<file path="src/rtl/discharge_pulse_if.sv">
// Bundle between the EDM pulse sequencer and its environment. The environment
// side carries the mode word, durations, the detector flag and the single-shot button.
`timescale 1ns/1ps
interface discharge_pulse_if;
  logic [15:0] waveform;
  logic [15:0] ton_cycles;
  logic [15:0] toff_cycles;
  logic        is_breakdown;
  logic        signle_discharge_button_pressed;
  logic [7:0]  current_state;
  logic [31:0] timer_wait_breakdown;
  logic        gate_buck;
  logic        gate_res;
  logic        discharge_done;
  logic        no_breakdown;
  logic [15:0] pulse_count;

  modport master (
    output waveform, ton_cycles, toff_cycles, is_breakdown, signle_discharge_button_pressed,
    input  current_state, timer_wait_breakdown, gate_buck, gate_res,
           discharge_done, no_breakdown, pulse_count
  );

  modport slave (
    input  waveform, ton_cycles, toff_cycles, is_breakdown, signle_discharge_button_pressed,
    output current_state, timer_wait_breakdown, gate_buck, gate_res,
           discharge_done, no_breakdown, pulse_count
  );
endinterface

</file>
<file path="src/rtl/discharge_pulse_fsm.sv">
// Pulse sequencer for one EDM discharge channel: idle -> open-voltage wait ->
// buck/resistor discharge for Ton -> deionisation for Toff, with registered gate enables.
`timescale 1ns/1ps
module discharge_pulse_fsm #(
  parameter logic [31:0] BLANK_TIME   = 32'd300,
  parameter logic [31:0] WAIT_TIMEOUT = 32'd100000
) (
  input  logic              clk,
  input  logic              rst_n,
  discharge_pulse_if.slave  bus
);

  typedef enum logic [7:0] {
    S_IDLE            = 8'h00,
    S_WAIT_BREAKDOWN  = 8'h01,
    S_BUCK_INTERLEAVE = 8'h02,
    S_RES_DISCHARGE   = 8'h04,
    S_DEION           = 8'h80
  } state_t;

  state_t      state_q, state_d;
  logic [1:0]  mode_q, mode_d;        // [1] buck path, [0] single-shot
  logic [31:0] timer_q, timer_d;
  logic [15:0] cnt_q, cnt_d;
  logic [15:0] dur_q, dur_d;
  logic [15:0] pulse_count_q, pulse_count_d;
  logic        gate_buck_q, gate_buck_d;
  logic        gate_res_q, gate_res_d;
  logic        done_q, done_d;
  logic        nb_q, nb_d;
  logic        open_w;

  function automatic logic [31:0] sat_inc32(input logic [31:0] v);
    return (v == 32'hFFFF_FFFF) ? v : v + 32'd1;
  endfunction

  function automatic logic [15:0] min_one16(input logic [15:0] v);
    return (v == 16'd0) ? 16'd1 : v;
  endfunction

  assign open_w = bus.waveform[13];

  always_comb begin
    state_d       = state_q;
    mode_d        = mode_q;
    cnt_d         = cnt_q;
    dur_d         = dur_q;
    pulse_count_d = pulse_count_q;
    done_d        = 1'b0;
    nb_d          = 1'b0;

    case (state_q)
      S_IDLE: begin
        if (open_w && (!bus.waveform[14] || bus.signle_discharge_button_pressed)) begin
          state_d = S_WAIT_BREAKDOWN;
          mode_d  = bus.waveform[15:14];
        end
      end
      S_WAIT_BREAKDOWN: begin
        if (bus.is_breakdown && (timer_q > BLANK_TIME)) begin
          state_d = mode_q[1] ? S_BUCK_INTERLEAVE : S_RES_DISCHARGE;
        end else if (timer_q == WAIT_TIMEOUT - 32'd1) begin
          state_d = S_DEION;
          nb_d    = 1'b1;
        end else if (!open_w) begin
          state_d = S_DEION;
        end
      end
      S_BUCK_INTERLEAVE, S_RES_DISCHARGE: begin
        cnt_d = cnt_q + 16'd1;
        if (!open_w) begin
          state_d = S_DEION;
        end else if (cnt_q == dur_q - 16'd1) begin
          done_d        = 1'b1;
          pulse_count_d = pulse_count_q + 16'd1;
          // Single-shot skips Toff; the detector clears its flag while idle.
          state_d       = mode_q[0] ? S_IDLE : S_DEION;
        end
      end
      S_DEION: begin
        cnt_d = cnt_q + 16'd1;
        if (cnt_q == dur_q - 16'd1) begin
          if (open_w && !mode_q[0]) begin
            state_d = S_WAIT_BREAKDOWN;
            mode_d  = bus.waveform[15:14];
          end else begin
            state_d = S_IDLE;
          end
        end
      end
      default: state_d = S_IDLE;
    endcase

    // Durations are captured on entry so mid-phase edits do not stretch a pulse.
    if (state_d != state_q) begin
      cnt_d = 16'd0;
      if (state_d == S_BUCK_INTERLEAVE || state_d == S_RES_DISCHARGE) begin
        dur_d = min_one16(bus.ton_cycles);
      end else if (state_d == S_DEION) begin
        dur_d = min_one16(bus.toff_cycles);
      end
    end

    timer_d = (state_q == S_WAIT_BREAKDOWN && state_d == S_WAIT_BREAKDOWN)
              ? sat_inc32(timer_q) : 32'd0;

    gate_buck_d = (state_d == S_WAIT_BREAKDOWN && mode_d[1]) || (state_d == S_BUCK_INTERLEAVE);
    gate_res_d  = (state_d == S_WAIT_BREAKDOWN && !mode_d[1]) || (state_d == S_RES_DISCHARGE);
  end

  always_ff @(posedge clk or negedge rst_n) begin
    if (!rst_n) begin
      state_q       <= S_IDLE;
      mode_q        <= 2'b00;
      timer_q       <= 32'd0;
      cnt_q         <= 16'd0;
      dur_q         <= 16'd0;
      pulse_count_q <= 16'd0;
      gate_buck_q   <= 1'b0;
      gate_res_q    <= 1'b0;
      done_q        <= 1'b0;
      nb_q          <= 1'b0;
    end else begin
      state_q       <= state_d;
      mode_q        <= mode_d;
      timer_q       <= timer_d;
      cnt_q         <= cnt_d;
      dur_q         <= dur_d;
      pulse_count_q <= pulse_count_d;
      gate_buck_q   <= gate_buck_d;
      gate_res_q    <= gate_res_d;
      done_q        <= done_d;
      nb_q          <= nb_d;
    end
  end

  assign bus.current_state        = state_q;
  assign bus.timer_wait_breakdown = timer_q;
  assign bus.gate_buck            = gate_buck_q;
  assign bus.gate_res             = gate_res_q;
  assign bus.discharge_done       = done_q;
  assign bus.no_breakdown         = nb_q;
  assign bus.pulse_count          = pulse_count_q;

endmodule

</file>
<file path="src/flat_wrapper.sv">
// flat-port wrapper written by rule: the top's interface ports become plain ports
module discharge_pulse_fsm_flat 
#(
  parameter logic [31:0] BLANK_TIME   = 32'd300,
  parameter logic [31:0] WAIT_TIMEOUT = 32'd100000
)
  (clk, rst_n, bus_waveform, bus_ton_cycles, bus_toff_cycles, bus_is_breakdown, bus_signle_discharge_button_pressed, bus_current_state, bus_timer_wait_breakdown, bus_gate_buck, bus_gate_res, bus_discharge_done, bus_no_breakdown, bus_pulse_count);
  discharge_pulse_if bus_i ();
  input  logic clk;
  input  logic rst_n;
  input wire logic [$bits(bus_i.waveform)-1:0] bus_waveform;
  input wire logic [$bits(bus_i.ton_cycles)-1:0] bus_ton_cycles;
  input wire logic [$bits(bus_i.toff_cycles)-1:0] bus_toff_cycles;
  input wire logic [$bits(bus_i.is_breakdown)-1:0] bus_is_breakdown;
  input wire logic [$bits(bus_i.signle_discharge_button_pressed)-1:0] bus_signle_discharge_button_pressed;
  output wire logic [$bits(bus_i.current_state)-1:0] bus_current_state;
  output wire logic [$bits(bus_i.timer_wait_breakdown)-1:0] bus_timer_wait_breakdown;
  output wire logic [$bits(bus_i.gate_buck)-1:0] bus_gate_buck;
  output wire logic [$bits(bus_i.gate_res)-1:0] bus_gate_res;
  output wire logic [$bits(bus_i.discharge_done)-1:0] bus_discharge_done;
  output wire logic [$bits(bus_i.no_breakdown)-1:0] bus_no_breakdown;
  output wire logic [$bits(bus_i.pulse_count)-1:0] bus_pulse_count;
  assign bus_i.waveform = bus_waveform;
  assign bus_i.ton_cycles = bus_ton_cycles;
  assign bus_i.toff_cycles = bus_toff_cycles;
  assign bus_i.is_breakdown = bus_is_breakdown;
  assign bus_i.signle_discharge_button_pressed = bus_signle_discharge_button_pressed;
  assign bus_current_state = bus_i.current_state;
  assign bus_timer_wait_breakdown = bus_i.timer_wait_breakdown;
  assign bus_gate_buck = bus_i.gate_buck;
  assign bus_gate_res = bus_i.gate_res;
  assign bus_discharge_done = bus_i.discharge_done;
  assign bus_no_breakdown = bus_i.no_breakdown;
  assign bus_pulse_count = bus_i.pulse_count;
  discharge_pulse_fsm #(.BLANK_TIME(BLANK_TIME), .WAIT_TIMEOUT(WAIT_TIMEOUT)) u_core (.clk(clk), .rst_n(rst_n), .bus(bus_i));
endmodule
</file>
<file path="config.mk">
export PLATFORM = sky130hd
export DESIGN_NAME = discharge_pulse_fsm_flat
export DESIGN_NICKNAME = d
export VERILOG_FILES = /design/src/rtl/discharge_pulse_if.sv /design/src/rtl/discharge_pulse_fsm.sv /design/src/flat_wrapper.sv
export SDC_FILE = /design/constraint.sdc
export NUM_CORES = 1
export LEC_CHECK = 0
export BUFFER_PORTS_ARGS = -buffer_cell sky130_fd_sc_hd__buf_4
export CORE_MARGIN = 1.5
export CORE_UTILIZATION = 50
export DETAILED_ROUTE_END_ITERATION = 8
export GPL_TIMING_DRIVEN = 0
export PLACE_DENSITY = 0.77
export REMOVE_ABC_BUFFERS = 1
export SETUP_SLACK_MARGIN = 0.3
export SLEW_MARGIN = 5
export SYNTH_ARGS = -nofsm -noshare
export SYNTH_HDL_FRONTEND = slang
export SYNTH_SLANG_ARGS = --single-unit
</file>
<file path="constraint.sdc">
create_clock -name clk -period 3.7 [get_ports clk]
set_clock_uncertainty 0.2 [all_clocks]
set_input_delay 0.37 -clock clk [delete_from_list [all_inputs] [get_ports clk]]
set_output_delay 0.37 -clock clk [all_outputs]
set_load 0.01 [all_outputs]
</file>
==> out/metrics.csv, run 1 <==
metric,value,unit
# fillers,865,
DRT Pass-1 Iters,5,
Antenna Diode Count,0,
register area,2360,um2
CP required,3.76,ns
RD Place Congestion,0.849,
Via density,5.64,
asr flop ratio synth,100,%
synthesized cell area,5350,um2
max-slew violations,0,
drt wl/cell,16.6,um
Post-Syn Area per Cell,9.94,um2
Die Y,106,um
Worst setup EP type,flip-flop,
Final min period,3.57,ns
Synth cell types,59,
Crit path largest cell delay,0.52,ns
Max Root-Sink Buffers,2,
Die Wd,106,um
Final nets,710,
clock root buffer,clkbuf_8,
status,finished clean,
"CP delay by family, top",simple AND/OR/NAND/NOR gates,
Tcrit/Tclk final,96.5,%
Final ANT Viol Nets,0,
crit start category,flip-flop,
Seq cells post-synth,94,
clk slew on worst S/H paths,0.09,ns
Post-Syn Instances,538,
area of the multi-input gates,2950,um2
Iter 0 DRT Violations,252,
IO Pins,112,
"Max stage delay cell, worst path",or4_1,
PortBufs,98,
relative slew slack,40.1,%
DR DRC count,0,
Starting Density,51.6,%
CTS tree,yes,
Max Clock Freq,280,MHz
WP data arrival,3.63,ns
H-tree depth,3,
number of flops mapped to enable cells by yosys,0,
die area,11300,um2
Setup-failing EPs final,0,
GR Overflow Total,0,
WL final,13.1,mm
clk sinks,94,
CP cell instances,xnor2_1 > a31oi_1 > or4_1 > or4_4 > or4_4 > o2bb2ai_4 > buf_4 > mux2_2 > mux2_2,
Hold Crit Class,in2reg,
Worst-Margin Slew,0.885,ns
hpwl dp,9.04,mm
Final WS setup,0.131,ns
Core Rows,37,
register area share after synthesis,44.0,%
vias in the first global route,4349,
Inserted Clock Buffers,9,
largest net degree at the start of global routing,95,
Skew-Pair Late Insertion Delay,0.37,ns
Placeable Area,10400,um2
via count,4482,
RSZ-0062 raised after global routing,yes,
VDD IR max,140,uV
share of cells above drive strength 1,29.5,%
PD cells,286,nW/um2
max cap viols,0,
pre-CTS WS,-1.24,ns
Critical path buffers and inverters,1,
Fin. Hold Viols,0,
Lkg Pwr,0.00299,uW
WS Path Type,reg2reg,
Post-synth top flop,dfrtp_1,
area growth from synthesis to layout,24.7,%
Critical Path Fanout Max,9,
Final Power,1910,uW
Yosys Warn Count,0,
gr usage total,23.5,%
first-pass GRT wire length,21.2,mm
initial antenna violation count,0,
-- layer usage --
layer	track usage [%]	vias to the layer above	wire length (um)	share of wire, %
li1	-	2123	-	-
met1	32.5	2210	5800	44
met2	38.1	129	6510	49
met3	3.13	20	563	4.3
met4	8.29	0	274	2.1
met5	0	-	0	0
-- placed cells by master (no fill, tap or decap), types with 5 or more instances in the layout --
| cell | n |
|---|---|
| nand3_1 | 27 |
| mux2i_1 | 8 |
| xor2_1 | 38 |
| nand2_1 | 38 |
| and3_1 | 14 |
| buf_4 | 113 |
| nor2_1 | 60 |
| mux2_2 | 21 |
| a21oi_1 | 11 |
| and2_1 | 5 |
| dfrtp_1 | 90 |
| nor2b_1 | 6 |
| o21ai_0 | 10 |
| mux2_4 | 8 |
| nand4_1 | 18 |
| inv_1 | 15 |
| clkbuf_8 | 10 |
| or3_1 | 9 |
| nand2b_1 | 7 |
| xnor2_1 | 34 |
| nor3_1 | 9 |
| nor4_1 | 15 |
-- cells by family (layout without fill, tap and decap cells) --
group / Yosys count / count (layout) / share of synthesized area [%]
and+or+nand+nor: 243 / 243 / 24.1
DFF: 94 / 94 / 44.0
xor gates and xnor gates: 75 / 75 / 12.7
AOI/OAI and AO/OA: 46 / 47 / 6.55
muxes: 38 / 38 / 8.28
buffers and inverters: 36 / 152 / 3.16
adders and majority gates: 5 / 5 / 1.17
other: 1 / 4 / 0.0701
-- cell type report --
class                   count  share of cell area, %
inverters                  17                  0.956
clock buffers              10                   2.06
clock inverters             6                   1.03
well taps                 136                   2.55
flip-flops and latches     94                   35.3
multi-input cells         412                   44.2
repair buffers            119                   13.9
-- repair_timing --
item,4_1_cts,5_1_grt
hold buffers,0,1
buffers inserted,13,6
gates cloned,1,0
pin swaps,9,3
resized for setup,20,8
hold endpoints to repair,0,94
setup endpoints to repair,54,43
-- report_power, final --
part	switching, uW	internal, uW
sequential	17.0	1040
combinational	68.8	74.2
clock	378	333
total	464	1450
-- path summary, 6_finish.rpt --
| kind | start | endpoint | slack [ns] | cells after the start |
|---|---|---|---|---|
| setup / recovery | u_core.dur_q[4] | u_core.dur_q[4] | 0.13 | 9 |
| hold / removal | bus_is_breakdown | u_core.bus.no_breakdown | 0.01 | 2 |
| setup reg to reg | u_core.dur_q[4] | u_core.dur_q[4] | 0.13 | 9 |
| hold reg to reg | u_core.bus.pulse_count[15] | u_core.bus.pulse_count[15] | 0.27 | 1 |
| max in group asynchronous | rst_n | u_core.dur_q[1] | 2.24 | 2 |
| min in group asynchronous | rst_n | u_core.bus.timer_wait_breakdown[14] | 0.44 | 2 |
-- synth_stat cells (4+ instances only) --
| cell type | number | share of area (%) |
|---|---|---|
| nand2b_1 | 7 | 0.82 |
| and4_1 | 4 | 0.65 |
| o21ai_0 | 10 | 0.94 |
| xor2_1 | 38 | 6.2 |
| mux2i_1 | 9 | 1.7 |
| nor4_1 | 15 | 1.8 |
| or2_2 | 4 | 0.47 |
| nand2_1 | 38 | 2.7 |
| xnor2_1 | 35 | 5.7 |
| or3_1 | 11 | 1.3 |
| a211oi_1 | 4 | 0.56 |
| mux2_4 | 7 | 2.0 |
| buf_2 | 5 | 0.47 |
| nand4_1 | 18 | 2.1 |
| nor2b_1 | 6 | 0.70 |
| mux2_2 | 22 | 4.6 |
| dfrtp_1 | 94 | 44 |
| ha_1 | 5 | 1.2 |
| and3_1 | 14 | 1.6 |
| nor2_1 | 64 | 4.5 |
| and2_1 | 5 | 0.58 |
| or4_1 | 4 | 0.56 |
| clkbuf_1 | 11 | 0.77 |
| inv_1 | 17 | 1.2 |
| a21oi_1 | 11 | 1.0 |
| nand3_1 | 27 | 2.5 |
| nor3_1 | 11 | 1.0 |
-- through the flow --
stage	std cells	setup TNS, ns	util, %	instance area, um2	hold WS [ns]
4_1_cts	787	0	63.5	6590	0.00168
5_1_grt	794	0	64.3	6670	0.00107
6_report	794	0	64.3	6670	0.0135
3_3_place_gp	756	-19.77	59.4	6160	0.261
3_5_place_dp	757	-23.77	59.6	6180	0.258
2_1_floorplan	522	-9.23	-	5260	-0.126
-- state kept, by name (all words and copies together) (netlist names) --
register	count
u_core.mode_q	2
u_core.bus.timer_wait_breakdown	32
u_core.dur_q	16
u_core.bus.no_breakdown	1
u_core.bus.gate_res	1
u_core.bus.current_state	8
u_core.bus.gate_buck	1
u_core.cnt_q	16
u_core.bus.discharge_done	1
u_core.bus.pulse_count	16
Note: power is estimated with default switching activity, not from simulation.
==> run 2, diff against run 1 <==
- PLACE_DENSITY: 0.77 -> default
- PLACE_DENSITY_LB_ADDON: default -> 0.25
==> out/metrics.csv, run 2 (same netlist as run 1, synthesis figures left out) <==
metric,value,unit
status,finished clean,
largest net degree at the start of global routing,95,
Sw Ratio,22.1,%
Final Power,2030,uW
most frequent cells in the layout,"buf_4 (110), dfrtp_1 (92), nor2_1 (64), nand2_1 (38), xor2_1 (38)",
PD cells,305,nW/um2
die area,11300,um2
clock root buffer,clkbuf_8,
sequential fraction of design power,52.1,%
Starting Density,51.6,%
clk sinks,94,
max cap viols,0,
Critical Path Fanout Max,8,
internal power,1580,uW
Via density,5.51,
hpwl dp,8.59,mm
Placeable Area,10400,um2
final setup TNS,0,ns
pre-CTS WS,-1.30,ns
DRT Pass-1 Iters,4,
Final min period,3.49,ns
max-slew violations,0,
WS Path Type,reg2reg,
vias in the first global route,4163,
Max Root-Sink Buffers,2,
Lkg Pwr,0.00298,uW
clock network power share,41.2,%
Die Y,106,um
initial antenna violation count,0,
WP data arrival,3.55,ns
first-pass GRT wire length,20.2,mm
crit start category,flip-flop,
Final WS setup,0.205,ns
Max Clock Freq,286,MHz
PortBufs,98,
Fin. Hold Viols,0,
via count,4352,
Tcrit/Tclk final,94.5,%
Core Rows,37,
net switching power,447,uW
hold_ws,0.0198,ns
share of cells above drive strength 1,27.8,%
# hold bufs at CTS,0,
area growth from synthesis to layout,24.0,%
area of the multi-input gates,2890,um2
relative slew slack,22.1,%
RD Place Congestion,0.877,
clk slew on worst S/H paths,0.09,ns
IO Pins,112,
Antenna Diode Count,0,
register area,2350,um2
Final ANT Viol Nets,0,
CP required,3.75,ns
Worst-Margin Slew,1.17,ns
VDD IR max,237,uV
Worst setup EP type,flip-flop,
gr usage total,22.4,%
Die Wd,106,um
GR Overflow Total,0,
DR DRC count,0,
Iter 0 DRT Violations,204,
# fillers,842,
RSZ-0062 raised after global routing,yes,
H-tree depth,3,
Hold Crit Class,in2reg,
drt wl/cell,15.4,um
combinational group share of total power,6.7,%
Skew-Pair Late Insertion Delay,0.36,ns
CTS tree,yes,
"commonest non-fill, non-tap cell in the layout",buf_4,
Inserted Clock Buffers,9,
Setup-failing EPs final,0,
max reg flops,32,
WL final,12.2,mm
Final nets,706,
[run 2: changes by cell type in the layout (fill, tap and decap cells not counted), sizes merged]
| cell | before | now |
|---|---|---|
| inv | 18 | 17 |
| bufinv | 1 | 3 |
| dlygate4sd3 | 1 | 0 |
| o31a | 2 | 1 |
| clkinv | 0 | 1 |
| clkinvlp | 4 | 1 |
| buf | 118 | 116 |
| clkbuf | 10 | 11 |
[run 2: final timing paths]
kind / endpoint / slack [ns] / startpoint / cells past startpoint
max in group asynchronous: u_core.dur_q[1] / 2.45 / rst_n / 1
worst max register to register: u_core.dur_q[9] / 0.21 / u_core.dur_q[0] / 10
worst min register to register: u_core.bus.pulse_count[15] / 0.27 / u_core.bus.pulse_count[15] / 1
worst min-delay path: u_core.bus.no_breakdown / 0.02 / bus_is_breakdown / 2
worst max-delay path: u_core.dur_q[9] / 0.21 / u_core.dur_q[0] / 10
min in group asynchronous: u_core.bus.timer_wait_breakdown[17] / 0.06 / rst_n / 1
[run 2: critical path, cell delays in order (launching register included)]
cell       delay, ns
dfrtp_2         0.44
buf_6           0.13
buf_6           0.11
xnor2_1         0.10
or4_1           0.52
or4_4           0.44
or4_4           0.47
o2bb2ai_4       0.17
o31a_4          0.35
buf_12          0.15
mux2_4          0.29
[run 2: metrics by stage]
step                area (um2)  util [%]  instances
floorplan                 5260         -        522
global placement          6160      59.4        756
detailed placement        6180      59.6        757
CTS                       6590      63.5        786
global route              6630      64.0        790
finish                    6630      64.0        790
[run 2: power groups by stage]
stage / Sequential [uW] / Clock (uW) / Combinational (uW)
after floorplan: 1070 / 0 / 53.2
after global placement: 1080 / 0 / 122
after detailed placement: 1080 / 0 / 126
after CTS: 1060 / 851 / 135
after global routing: 1060 / 895 / 150
final: 1060 / 834 / 136
[run 2: final cells by class]
| cell class | count | area share, % |
|---|---|---|
| Multi-Input combinational cell | 411 | 43.6 |
| Sequential cell | 94 | 35.5 |
| Timing Repair Buffer | 116 | 13.7 |
| Tap cell | 136 | 2.57 |
| Clock buffer | 11 | 2.13 |
| Clock inverter | 5 | 1.60 |
| Inverter | 17 | 0.962 |
[run 2: timing repair]
item / 4_1_cts / 5_1_grt
pin swaps: 8 / 0
resized for setup: 15 / 3
endpoints found under the setup margin: 54 / 17
buffers inserted: 13 / 4
[run 2: metal layers]
metal	track usage, %	vias to the layer above	part of all wire [%]	wire [um]
met2	35.3	103	47	5790
met1	31.6	2117	47	5710
met4	8.86	0	2.0	243
met5	0	-	0	0
met3	2.51	17	3.7	456
li1	-	2115	-	-
